File: src/rtl/i2c_rx.sv
`default_nettype none
// ============================================================================
// Module   : i2c_rx
// Brief    : Byte-oriented I2C target receiver for write transfers. It presents
//            each received data byte with a one-cycle wr_en strobe.
// Revision : 1.0 - initial release
// ============================================================================
module i2c_rx #(
    parameter int         BYTES      = 2,
    parameter logic [6:0] ADDR       = 7'h20,
    localparam int        INDEX_BITS = $clog2(BYTES)
) (
    input  logic                  clk,
    input  logic                  reset,
    input  logic                  scl,
    input  logic                  sda_in,
    output logic                  sda_oe,
    output logic [7:0]            data_out,
    output logic [INDEX_BITS-1:0] index_out,
    output logic                  wr_en,
    output logic                  frame_done,
    output logic                  busy
);

    // The byte counter needs one extra code so that it can mark "frame full".
    localparam int                 c_cnt_w = $clog2(BYTES + 1);
    localparam logic [c_cnt_w-1:0] c_full  = c_cnt_w'(BYTES);

    typedef enum logic [2:0] {
        c_idle   = 3'd0,
        c_addr   = 3'd1,
        c_ack_a  = 3'd2,
        c_data   = 3'd3,
        c_ack_d  = 3'd4,
        c_ignore = 3'd5
    } state_t;

    state_t             r_state;
    logic               r_scl_s1, r_scl_s2, r_scl_prev;
    logic               r_sda_s1, r_sda_s2, r_sda_prev;
    logic [6:0]         r_shift;
    logic [2:0]         r_bit_cnt;
    logic [c_cnt_w-1:0] r_count;
    logic               r_acked;

    logic       w_scl_rise, w_scl_fall, w_scl_high;
    logic       w_start, w_stop, w_last_bit;
    logic [7:0] w_byte;

    always_ff @(posedge clk or posedge reset) begin
        if (reset) begin
            r_scl_s1   <= 1'b1;
            r_scl_s2   <= 1'b1;
            r_scl_prev <= 1'b1;
            r_sda_s1   <= 1'b1;
            r_sda_s2   <= 1'b1;
            r_sda_prev <= 1'b1;
        end else begin
            r_scl_s1   <= scl;
            r_scl_s2   <= r_scl_s1;
            r_scl_prev <= r_scl_s2;
            r_sda_s1   <= sda_in;
            r_sda_s2   <= r_sda_s1;
            r_sda_prev <= r_sda_s2;
        end
    end

    // START/STOP require SCL steady high, so a simultaneous SCL edge wins.
    assign w_scl_rise = r_scl_s2 & ~r_scl_prev;
    assign w_scl_fall = ~r_scl_s2 & r_scl_prev;
    assign w_scl_high = r_scl_s2 & r_scl_prev;
    assign w_start    = w_scl_high & r_sda_prev & ~r_sda_s2;
    assign w_stop     = w_scl_high & ~r_sda_prev & r_sda_s2;
    assign w_byte     = {r_shift, r_sda_s2};
    assign w_last_bit = (r_bit_cnt == 3'd7);

    always_ff @(posedge clk or posedge reset) begin
        if (reset) begin
            r_state    <= c_idle;
            r_shift    <= 7'd0;
            r_bit_cnt  <= 3'd0;
            r_count    <= '0;
            r_acked    <= 1'b0;
            sda_oe     <= 1'b0;
            data_out   <= 8'd0;
            index_out  <= '0;
            wr_en      <= 1'b0;
            frame_done <= 1'b0;
            busy       <= 1'b0;
        end else begin
            wr_en      <= 1'b0;
            frame_done <= 1'b0;
            if (w_stop) begin
                r_state    <= c_idle;
                sda_oe     <= 1'b0;
                busy       <= 1'b0;
                frame_done <= r_acked;
                r_acked    <= 1'b0;
            end else if (w_start) begin
                r_state   <= c_addr;
                r_bit_cnt <= 3'd0;
                r_count   <= '0;
                r_acked   <= 1'b0;
                sda_oe    <= 1'b0;
            end else begin
                case (r_state)
                    c_addr: begin
                        if (w_scl_rise) begin
                            r_shift   <= w_byte[6:0];
                            r_bit_cnt <= r_bit_cnt + 3'd1;
                            if (w_last_bit) begin
                                r_state <= (w_byte == {ADDR, 1'b0}) ? c_ack_a : c_ignore;
                            end
                        end
                    end
                    c_ack_a: begin
                        if (w_scl_fall) begin
                            if (!sda_oe) begin
                                sda_oe <= 1'b1;
                            end else begin
                                sda_oe    <= 1'b0;
                                r_count   <= '0;
                                r_bit_cnt <= 3'd0;
                                busy      <= 1'b1;
                                r_state   <= c_data;
                            end
                        end
                    end
                    c_data: begin
                        if (w_scl_rise) begin
                            r_shift   <= w_byte[6:0];
                            r_bit_cnt <= r_bit_cnt + 3'd1;
                            if (w_last_bit) begin
                                if (r_count == c_full) begin
                                    r_state <= c_ignore;
                                end else begin
                                    data_out  <= w_byte;
                                    index_out <= r_count[INDEX_BITS-1:0];
                                    wr_en     <= 1'b1;
                                    r_state   <= c_ack_d;
                                end
                            end
                        end
                    end
                    c_ack_d: begin
                        if (w_scl_fall) begin
                            if (!sda_oe) begin
                                sda_oe  <= 1'b1;
                                r_acked <= 1'b1;
                            end else begin
                                sda_oe  <= 1'b0;
                                r_count <= r_count + 1'b1;
                                r_state <= c_data;
                            end
                        end
                    end
                    default: begin
                        sda_oe <= 1'b0;
                        busy   <= 1'b0;
                    end
                endcase
            end
        end
    end

endmodule
`default_nettype wire

File: config.mk
export PLATFORM = sky130hd
export DESIGN_NAME = i2c_rx
export DESIGN_NICKNAME = d
export VERILOG_FILES = /design/src/rtl/i2c_rx.sv
export SDC_FILE = /design/constraint.sdc
export NUM_CORES = 1
export LEC_CHECK = 0
export ABC_AREA = 0
export BUFFER_PORTS_ARGS = -buffer_cell sky130_fd_sc_hd__clkbuf_2
export CAP_MARGIN = 25
export CORE_ASPECT_RATIO = 1.75
export CORE_MARGIN = 1.5
export CORE_UTILIZATION = 35
export CTS_CLUSTER_SIZE = 20
export DETAILED_ROUTE_END_ITERATION = 12
export PLACE_DENSITY_LB_ADDON = 0.2
export SYNTH_ARGS = -nofsm -noshare
export SYNTH_HDL_FRONTEND = slang
export SYNTH_SLANG_ARGS = --single-unit
File: constraint.sdc
create_clock -name clk -period 2.3 [get_ports clk]
set_input_delay 0.23 -clock clk [delete_from_list [all_inputs] [get_ports clk]]
set_output_delay 0.23 -clock clk [all_outputs]
set_load 0.005 [all_outputs]
==> results of run 1 <==
cell type report:
type                    count  area, sq um
clock inverters             1         5.00
clock buffers               7         76.3
multi-input cells          90          689
inverters                   6         22.5
well taps                  51         63.8
repair buffers             17         87.6
flip-flops and latches     35          883
fillers                   429         2620
layout by cell type (no fill, tap or decap), drive strengths merged:
master | Yosys | routed
clkbuf | 1 | 23
nand2b | 5 | 5
a32oi | 1 | 1
o221a | 1 | 1
a21o | 1 | 1
nor2b | 2 | 2
nor2 | 13 | 13
dfrtp | 29 | 29
nor3 | 5 | 5
a22o | 1 | 1
a22oi | 1 | 1
o31ai | 1 | 1
a211oi | 1 | 1
o21a | 1 | 1
buf | 5 | 1
o41ai | 1 | 1
a221o | 1 | 1
or3 | 2 | 2
xnor2 | 2 | 2
mux2 | 16 | 16
a21oi | 9 | 9
o21ai | 4 | 4
clkinv | 0 | 1
and2b | 1 | 1
o22ai | 1 | 1
ha | 3 | 3
nor4b | 1 | 1
nand3 | 5 | 5
nor4 | 2 | 2
and3 | 2 | 2
and4bb | 1 | 1
o32a | 1 | 1
nand2 | 5 | 5
dfstp | 6 | 6
inv | 6 | 6
synth_stat cells (2+ instances only):
cell | instances | share of area [%]
buf_2 | 3 | 0.92
dfrtp_1 | 29 | 44
mux2_2 | 8 | 5.5
nor4_1 | 2 | 0.76
nand3_1 | 4 | 1.2
nand2b_1 | 5 | 1.9
ha_1 | 3 | 2.3
nand2_1 | 5 | 1.1
a21oi_1 | 9 | 2.8
nor3_1 | 5 | 1.5
dfstp_2 | 6 | 9.6
mux2_4 | 7 | 6.4
buf_6 | 2 | 1.4
nor2_1 | 12 | 2.8
o21ai_0 | 3 | 0.92
inv_1 | 5 | 1.1
and3_1 | 2 | 0.76
xnor2_1 | 2 | 1.1
per-layer routing:
metal | GRT usage, % | wire, um | up-vias
met3 | 2.88 | 70 | 9
met4 | 7.71 | 97 | 0
met1 | 16.0 | 1220 | 549
met5 | 0 | 0 | -
li1 | - | - | 519
met2 | 26.8 | 1900 | 16
sequential cells by signal (all words and copies together), names as in the netlist, 2 cells and up:
register and flops:
data_out 8, r_bit_cnt 3, r_count 2, r_state 3, r_shift 7
logic make-up (layout without fill, tap and decap cells):
family,count (synthesis),in the layout
buffers and inverters,12,31
adders and majority gates,3,3
DFF,35,35
muxes,16,16
AOI/OAI and AO/OA,25,25
xor gates and xnor gates,2,2
and+or+nand+nor,44,44
per-stage QoR:
step           std cells  total power [mW]  hold slack [ns]
2_1_floorplan        137             0.937            0.234
3_3_place_gp         199             0.993            0.321
3_5_place_dp         199              1.00            0.320
4_1_cts              207              1.43           0.0145
5_1_grt              207              1.50          0.00155
6_report             207              1.41          0.00850
worst max-delay path: stages (launching register included):
cell and delay (ns):
dfrtp_1 0.56, nor2b_4 0.27, nand2_1 0.11, or3_4 0.46, mux2_4 0.32
worst max path at each step:
| stage | start | end | slack, ns |
|---|---|---|---|
| detailed placement | r_state[0] | data_out[2] | 0.46 |
| global route | r_state[0] | data_out[4] | 0.35 |
| global placement | r_state[0] | data_out[1] | 0.45 |
| finish | r_state[0] | data_out[1] | 0.45 |
| floorplan | r_bit_cnt[0] | data_out[0] | 0.64 |
| CTS | r_state[0] | data_out[2] | 0.45 |
power by group:
part / switching, mW / total (mW) / internal [mW]
Combinational: 0.0797 / 0.185 / 0.106
Clock: 0.213 / 0.425 / 0.212
Sequential: 0.0955 / 0.800 / 0.704
Total: 0.388 / 1.41 / 1.02
==> run_results.csv, run 1 <==
group,metric,value,unit
die,coreArea,0.00444,sq mm
timing,rsz0062_at_grt,"false",
die,start_util,36.8,%
power,p_leak,0.865,nW
clock_network,htree_num_levels,2,
timing,skew,0.00332,ns
yosys,yosys.area_share.adder,2.29,%
yosys,synth_edf_count,0,
timing,slew_headroom,65.1,%
timing,setup_slack,0.453,ns
clock_network,post_cts_resized,0,
critical_path,reg2reg_from,"r_state[0]",
finish,antennaDiodeCount,0,
timing,final.setup.tns,0,ns
job,drv_cap,0,
yosys,synth_compound_area_share,10.9,%
clock_network,clk_pin_slew_worst_paths,0.07,ns
detailed_routing,drt_wl_total,3.29,mm
timing,fin_crit,1.85,ns
detailed_routing,drtIter0Drc,11,
placed_design,io_buffers,16,
clock_network,clk_path_buf_depth,2,
detailed_routing,num_vias,1093,
power,ir_worst_vdd,0.607,mV
detailed_routing,wl_per_cell,15.9,um
clock_network,cts_buffers,5,
critical_path,start_kind,"register",
global_route,grt_usage,15.2,%
clock_network,cts_setup_buffers,0,
yosys,synth_xor_xnor_area_share,1.07,%
run_status,status,"finished, final reports clean",
clock_network,root_buffer,"clkbuf_8",
yosys,synth_top_family_by_area,"simple AND/OR/NAND/NOR gates",
global_route,grt_pass1_wl,5.44,mm
clock_network,cts_num_sinks,35,
timing,worstMarginPinSlew,0.522,ns
critical_path,reg2reg_slack,0.45,ns
finish,synthToLayoutAreaGrowth,11.7,%
detailed_routing,vias_per_cell,5.28,
worst_hold_path,hold_path.class,"in2async",
yosys,ys_async_sr_fraction,100,%
timing,fmax,0.542,GHz
critical_path,arrival,2.02,ns
finish,design_area,0.00183,sq mm
clock_network,cts_tree,"built",
die,design.die.area,0.00511,sq mm
global_route,antenna_found_initial,0,
yosys,ys_ff_latch,35,
yosys,yosys.area_share.simple,15.3,%
critical_path,r2r_end,"data_out[1]",
placed_design,dpl_cell_area,0.00175,sq mm
finish,final_nets,162,
critical_path,critPathCaptureType,"register",
timing,setup_viol,0,
placed_design,hpwl,2.40,mm
yosys,yosysWarnings,0,
timing,post-route-period-util,80.3,%
yosys,synth_mux_area_share,12.6,%
power,p_per_area,772,mW/mm^2
yosys,syn-cell-area,0.00164,sq mm
yosys,syn_avg_cell_area,11.9,sq um
die,die_x,54.7,um
die,ios,17,
clock_network,hold_buffers,0,
clock_network,clk_latency,0.28,ns
yosys,yosysUniqueCellTypes,43,
timing,hold_viol,0,
yosys,syn_nets,144,
yosys,ys.flop_type,"dfrtp_1",
placed_design,place.gp.congestion,0.886,
die,die_h,93.5,um
global_route,grt_pass1_vias,1125,
global_route,grt_max_degree,36,
global_route,grt_overflow,0,
critical_path,ff2ff_path_depth,4,
detailed_routing,first_pass_iters,4,
critical_path,required,2.47,ns
detailed_routing,ant_nets,0,
die,rows,32,
yosys,netlist_instances,137,
critical_path,critical_path_class,"reg2reg",
finish,final_layout_size_suffix_gt1_share,34.0,%
detailed_routing,drc,0,
finish,post-route-util,41.1,%
timing,slew_viol_final,0,
critical_path,crit_fanout,12,
yosys,ys_seq_area_share,54.0,%
placed_design,dp_slack,0.465,ns
Power figures use the tool's default switching activity.
==> inputs of run 2 (changes only) <==
- clock period: 2.3 -> 1.6 ns (I/O delays scaled with it)
==> run 2 against run 1 <==
  * Critical endpoint is now r_bit_cnt[0]
  * Global-route usage rose by 2.0 points
  * Clock power rose by 45%
  * Highest routed layer unchanged
  * Combinational power rose by 140%
  * The run now ends with setup timing left
  * Clock skew rose by 0.0041 ns
  * Critical path depth rose by 1
  * Die area did not move
==> run_results.csv, run 2 (synthesis gave the netlist of run 1 again) <==
group,metric,value,unit
run_status,status,"finished with violations",
run_status,failed_checks,"setup timing",
die,start_util,36.8,%
finish,layout_commonest_cell,"dfrtp_1",
timing,slew_viol_final,0,
power,ir_worst_vdd,0.843,mV
placed_design,io_buffers,16,
power,total_power,2.19,mW
finish,top_register,"data_out",
placed_design,dp_slack,-0.113,ns
placed_design,hpwl,2.69,mm
critical_path,r2r_end,"r_bit_cnt[0]",
finish,reg.largest.list,"data_out x8, r_shift x7",
placed_design,dpl_cell_area,0.00193,sq mm
timing,setup_viol,7,
die,die_h,93.5,um
timing,skew,0.00741,ns
clock_network,cts_num_sinks,35,
finish,final_nets,190,
timing,post-route-period-util,104,%
timing,fin_crit,1.66,ns
finish,synthToLayoutAreaGrowth,31.8,%
placed_design,dp.cells,222,
critical_path,slowest_delay,0.57,ns
worst_hold_path,hold_path.class,"reg2reg",
worst_hold_path,hold_start,"r_sda_s1",
detailed_routing,ant_nets,0,
critical_path,critPathCaptureType,"register",
clock_network,root_buffer,"clkbuf_8",
die,die_x,54.7,um
job,drv_cap,0,
die,ios,17,
global_route,grt_pass1_vias,1284,
timing,whs,0.358,ns
clock_network,clk_latency,0.29,ns
finish,post-route-util,48.5,%
worst_hold_path,hold_path_depth,0,
global_route,grt_pass1_wl,6.26,mm
critical_path,critical_path_class,"reg2reg",
die,design.die.area,0.00511,sq mm
finish,final_layout_size_suffix_gt1_share,48.9,%
finish,stdcell_count,235,
finish,layout_common_cells,"29 x dfrtp_1, 22 x buf_4, 16 x clkbuf_2",
detailed_routing,drt_wl_total,3.65,mm
critical_path,ff2ff_path_depth,5,
worst_hold_path,holdPathEnd,"r_sda_s2",
critical_path,reg2reg_from,"r_scl_s2",
critical_path,critical_path.cell_chain,"and4bb_2, a32oi_2, nor2_2, nor2_1, mux2_1",
timing,slew_headroom,70.4,%
critical_path,start_kind,"register",
timing,fmax,0.602,GHz
power,p_per_area,1010,mW/mm^2
clock_network,cts_tree,"built",
critical_path,crit_fanout,3,
timing,worstMarginPinSlew,0.444,ns
clock_network,clk_pin_slew_worst_paths,0.07,ns
global_route,grt_usage,17.2,%
finish,largest_reg_flops,8,
detailed_routing,vias_per_cell,5.19,
die,coreArea,0.00444,sq mm
clock_network,clk_path_buf_depth,2,
timing,setup_slack,-0.0606,ns
finish,antennaDiodeCount,0,
detailed_routing,first_pass_iters,4,
die,rows,32,
critical_path,arrival,1.83,ns
critical_path,required,1.77,ns
clock_network,cts_buffers,5,
critical_path,reg2reg_slack,-0.06,ns
clock_network,htree_num_levels,2,
power,p_leak,1.01,nW
detailed_routing,drc,0,
detailed_routing,num_vias,1220,
detailed_routing,wl_per_cell,15.5,um
timing,final.setup.tns,-0.330,ns
global_route,grt_overflow,0,
finish,design_area,0.00216,sq mm
detailed_routing,drtIter0Drc,23,
timing,hold_viol,0,
placed_design,place.gp.congestion,0.966,
critical_path,crit_path_top_delay_cell,"dfstp_2",
global_route,antenna_found_initial,0,
timing,rsz0062_at_grt,"true",
global_route,grt_max_degree,36,
==> run 2: worst max-delay path by stage <==
stage	slack (ns)	endpoint	startpoint	cells past startpoint
5_1_grt	-0.12	r_bit_cnt[0]	r_scl_s2	5
4_1_cts	-0.05	r_bit_cnt[0]	r_scl_s2	5
2_1_floorplan	-0.06	data_out[0]	r_bit_cnt[0]	6
3_5_place_dp	-0.11	data_out[7]	r_bit_cnt[1]	5
3_3_place_gp	-0.1	data_out[4]	r_bit_cnt[0]	5
6_report	-0.06	r_bit_cnt[0]	r_scl_s2	5
==> run 2: worst max-delay path, delay by kind of cell (launching register included) <==
family,cells,cell delay (ns)
AOI/OAI and AO/OA,1,0.21
DFF,1,0.57
and+or+nand+nor,3,0.44
muxes,1,0.32
==> run 2: what timing repair did <==
action                     4_1_cts  5_1_grt
setup buffers                    0        1
gates cloned                     1        0
resized for setup               10        8
pin swaps                        6        4
setup endpoints to repair       11       14
hold endpoints to repair        31        0
hold buffers                     3        0
==> run 2: cell type report <==
cell class                      instances  area (sq um)
Inverter                                6          22.5
Fill cell                             416          2290
Sequential cell                        35           883
Clock inverter                          2          12.5
Clock buffer                            6          72.6
Multi-Input combinational cell         91           785
Timing Repair Buffer                   44           318
Tap cell                               51          63.8
==> run 2: where the power goes <==
part,switching [mW],internal (mW)
clock,0.312,0.304
sequential,0.108,1.01
combinational,0.187,0.264
==> run 2: per-layer routing <==
metal  global-route usage [%]  part of all wire [%]  vias to the layer above
met2                     30.0                    57                       23
li1                         -                     -                      579
met3                     2.40                   2.6                        8
met1                     19.5                    37                      610
met4                     7.92                   2.9                        0
met5                        0                     0                        -
==> inputs of run 3 (changes only) <==
- clock period: 1.6 -> 2 ns (I/O delays scaled with it)
==> run 3 against run 2 <==
  * The run now ends clean
  * Flip-flop and latch count unchanged
  * Critical path type unchanged
  * Fmax down 7.5%
  * Worst setup slack better by 0.27 ns
  * First-iteration DRC count down 39%
  * Combinational power down 47%
  * Register-to-register slack better by 0.27 ns
  * Worst hold slack about the same
  * Sequential power down 18%
  * Cell count down 9.4%
==> run_results.csv, run 3 (synthesis gave the netlist of run 1 again) <==
group,metric,value,unit
critical_path,ff2ff_path_depth,5,
clock_network,cts_setup_buffers,0,
die,rows,32,
die,coreArea,0.00444,sq mm
power,total_power,1.64,mW
critical_path,startpoint,"r_scl_s2",
placed_design,hpwl,2.50,mm
power,p_per_area,875,mW/mm^2
power,ir_worst_vdd,0.644,mV
critical_path,arrival,1.96,ns
critical_path,start_kind,"register",
finish,fillers,446,
timing,rsz0062_at_grt,"false",
timing,worstMarginPinSlew,0.437,ns
clock_network,clk_pin_slew_worst_paths,0.07,ns
clock_network,cts_num_sinks,35,
worst_hold_path,hold_path_depth,0,
clock_network,clk_latency,0.29,ns
detailed_routing,drtIter0Drc,14,
global_route,grt_overflow,0,
die,start_util,36.8,%
critical_path,required,2.16,ns
global_route,grt_max_degree,36,
finish,reg.largest.list,"data_out x8, r_shift x7",
detailed_routing,ant_nets,0,
timing,final.setup.tns,0,ns
detailed_routing,drc,0,
timing,hold_viol,0,
finish,antennaDiodeCount,0,
worst_hold_path,hold_start,"r_sda_s1",
finish,multi_input_area,689,sq um
timing,fin_crit,1.80,ns
detailed_routing,wl_per_cell,16.2,um
run_status,status,"finished, final reports clean",
placed_design,dp.cells,202,
die,ios,17,
critical_path,critPathCaptureType,"register",
global_route,grt_usage,16.0,%
worst_hold_path,holdPathEnd,"r_sda_s2",
worst_hold_path,hold_path.class,"reg2reg",
critical_path,critical_path_class,"reg2reg",
clock_network,cts_buffers,5,
placed_design,place.gp.congestion,0.920,
die,design.die.area,0.00511,sq mm
clock_network,cts_tree,"built",
timing,slew_headroom,70.9,%
finish,stdcell_count,213,
detailed_routing,num_vias,1147,
finish,final_layout_size_suffix_gt1_share,34.6,%
timing,post-route-period-util,89.8,%
timing,slew_viol_final,0,
timing,fmax,0.557,GHz
global_route,grt_pass1_wl,5.82,mm
die,die_x,54.7,um
critical_path,r2r_end,"r_bit_cnt[0]",
detailed_routing,first_pass_iters,4,
finish,final_nets,168,
placed_design,io_buffers,16,
finish,top_register,"data_out",
critical_path,crit_fanout,8,
clock_network,htree_num_levels,2,
timing,setup_viol,0,
finish,layout_commonest_cell,"dfrtp_1",
clock_network,root_buffer,"clkbuf_8",
power,p_leak,0.893,nW
clock_network,clk_path_buf_depth,2,
critical_path,reg2reg_slack,0.20,ns
finish,seq_area,883,sq um
global_route,grt_pass1_vias,1222,
detailed_routing,drt_wl_total,3.45,mm
critical_path,reg2reg_from,"r_scl_s2",
global_route,antenna_found_initial,0,
timing,skew,0.0107,ns
die,die_h,93.5,um
detailed_routing,vias_per_cell,5.38,
finish,largest_reg_flops,8,
job,drv_cap,0,
finish,synthToLayoutAreaGrowth,14.9,%
finish,layout_common_cells,"29 x dfrtp_1, 16 x clkbuf_2, 12 x nor2_1",
## run 3: per-layer routing
layer / vias to the layer above / global-route usage [%] / wire, um
li1: 534 / - / -
met1: 590 / 17.8 / 1290
met2: 16 / 28.1 / 2010
met3: 7 / 3.04 / 80
met4: 0 / 6.25 / 65
met5: - / 0 / 0
## run 3: repair_timing
action                                 in CTS  in global routing
endpoints found under the hold margin       9                  1
gates resized for setup                     0                  0
hold buffers                                2                  1
## run 3: worst max-delay path by stage
| stage | to | slack [ns] |
|---|---|---|
| 2_1_floorplan | data_out[0] | 0.34 |
| 3_3_place_gp | data_out[1] | 0.24 |
| 3_5_place_dp | data_out[4] | 0.21 |
| 4_1_cts | data_out[4] | 0.20 |
| 5_1_grt | r_bit_cnt[0] | 0.14 |
| 6_report | r_bit_cnt[0] | 0.20 |
## run 3: power breakdown
group,internal (mW),total [mW],switching (mW)
Sequential,0.810,0.913,0.103
Clock,0.244,0.492,0.248
Combinational,0.133,0.239,0.106
Total,1.19,1.64,0.458
## run 3: metrics by stage
stage               hold WS [ns]  instance area (sq um)  utilization, %  setup slack [ns]
finish                     0.358                   1880            42.3             0.205
global route               0.361                   1880            42.3             0.142
CTS                     0.000676                   1870            42.1             0.199
detailed placement         0.292                   1770            39.8             0.205
global placement           0.289                   1770            39.8             0.239
floorplan                  0.204                   1640               -             0.339
## run 3: worst max-delay path, stage by stage (launching register included)
cell      delay (ns)
dfstp_2         0.60
and4bb_2        0.30
a32oi_1         0.22
nor2_2          0.09
nor2_1          0.13
mux2_1          0.34
## run 3: final cells by class
| class | instances | share of cell area (%) |
|---|---|---|
| well taps | 51 | 3.39 |
| inverters | 6 | 1.20 |
| multi-input cells | 90 | 36.7 |
| flip-flops and latches | 35 | 47.0 |
| clock inverters | 1 | 0.266 |
| repair buffers | 23 | 7.45 |
| clock buffers | 7 | 4.06 |
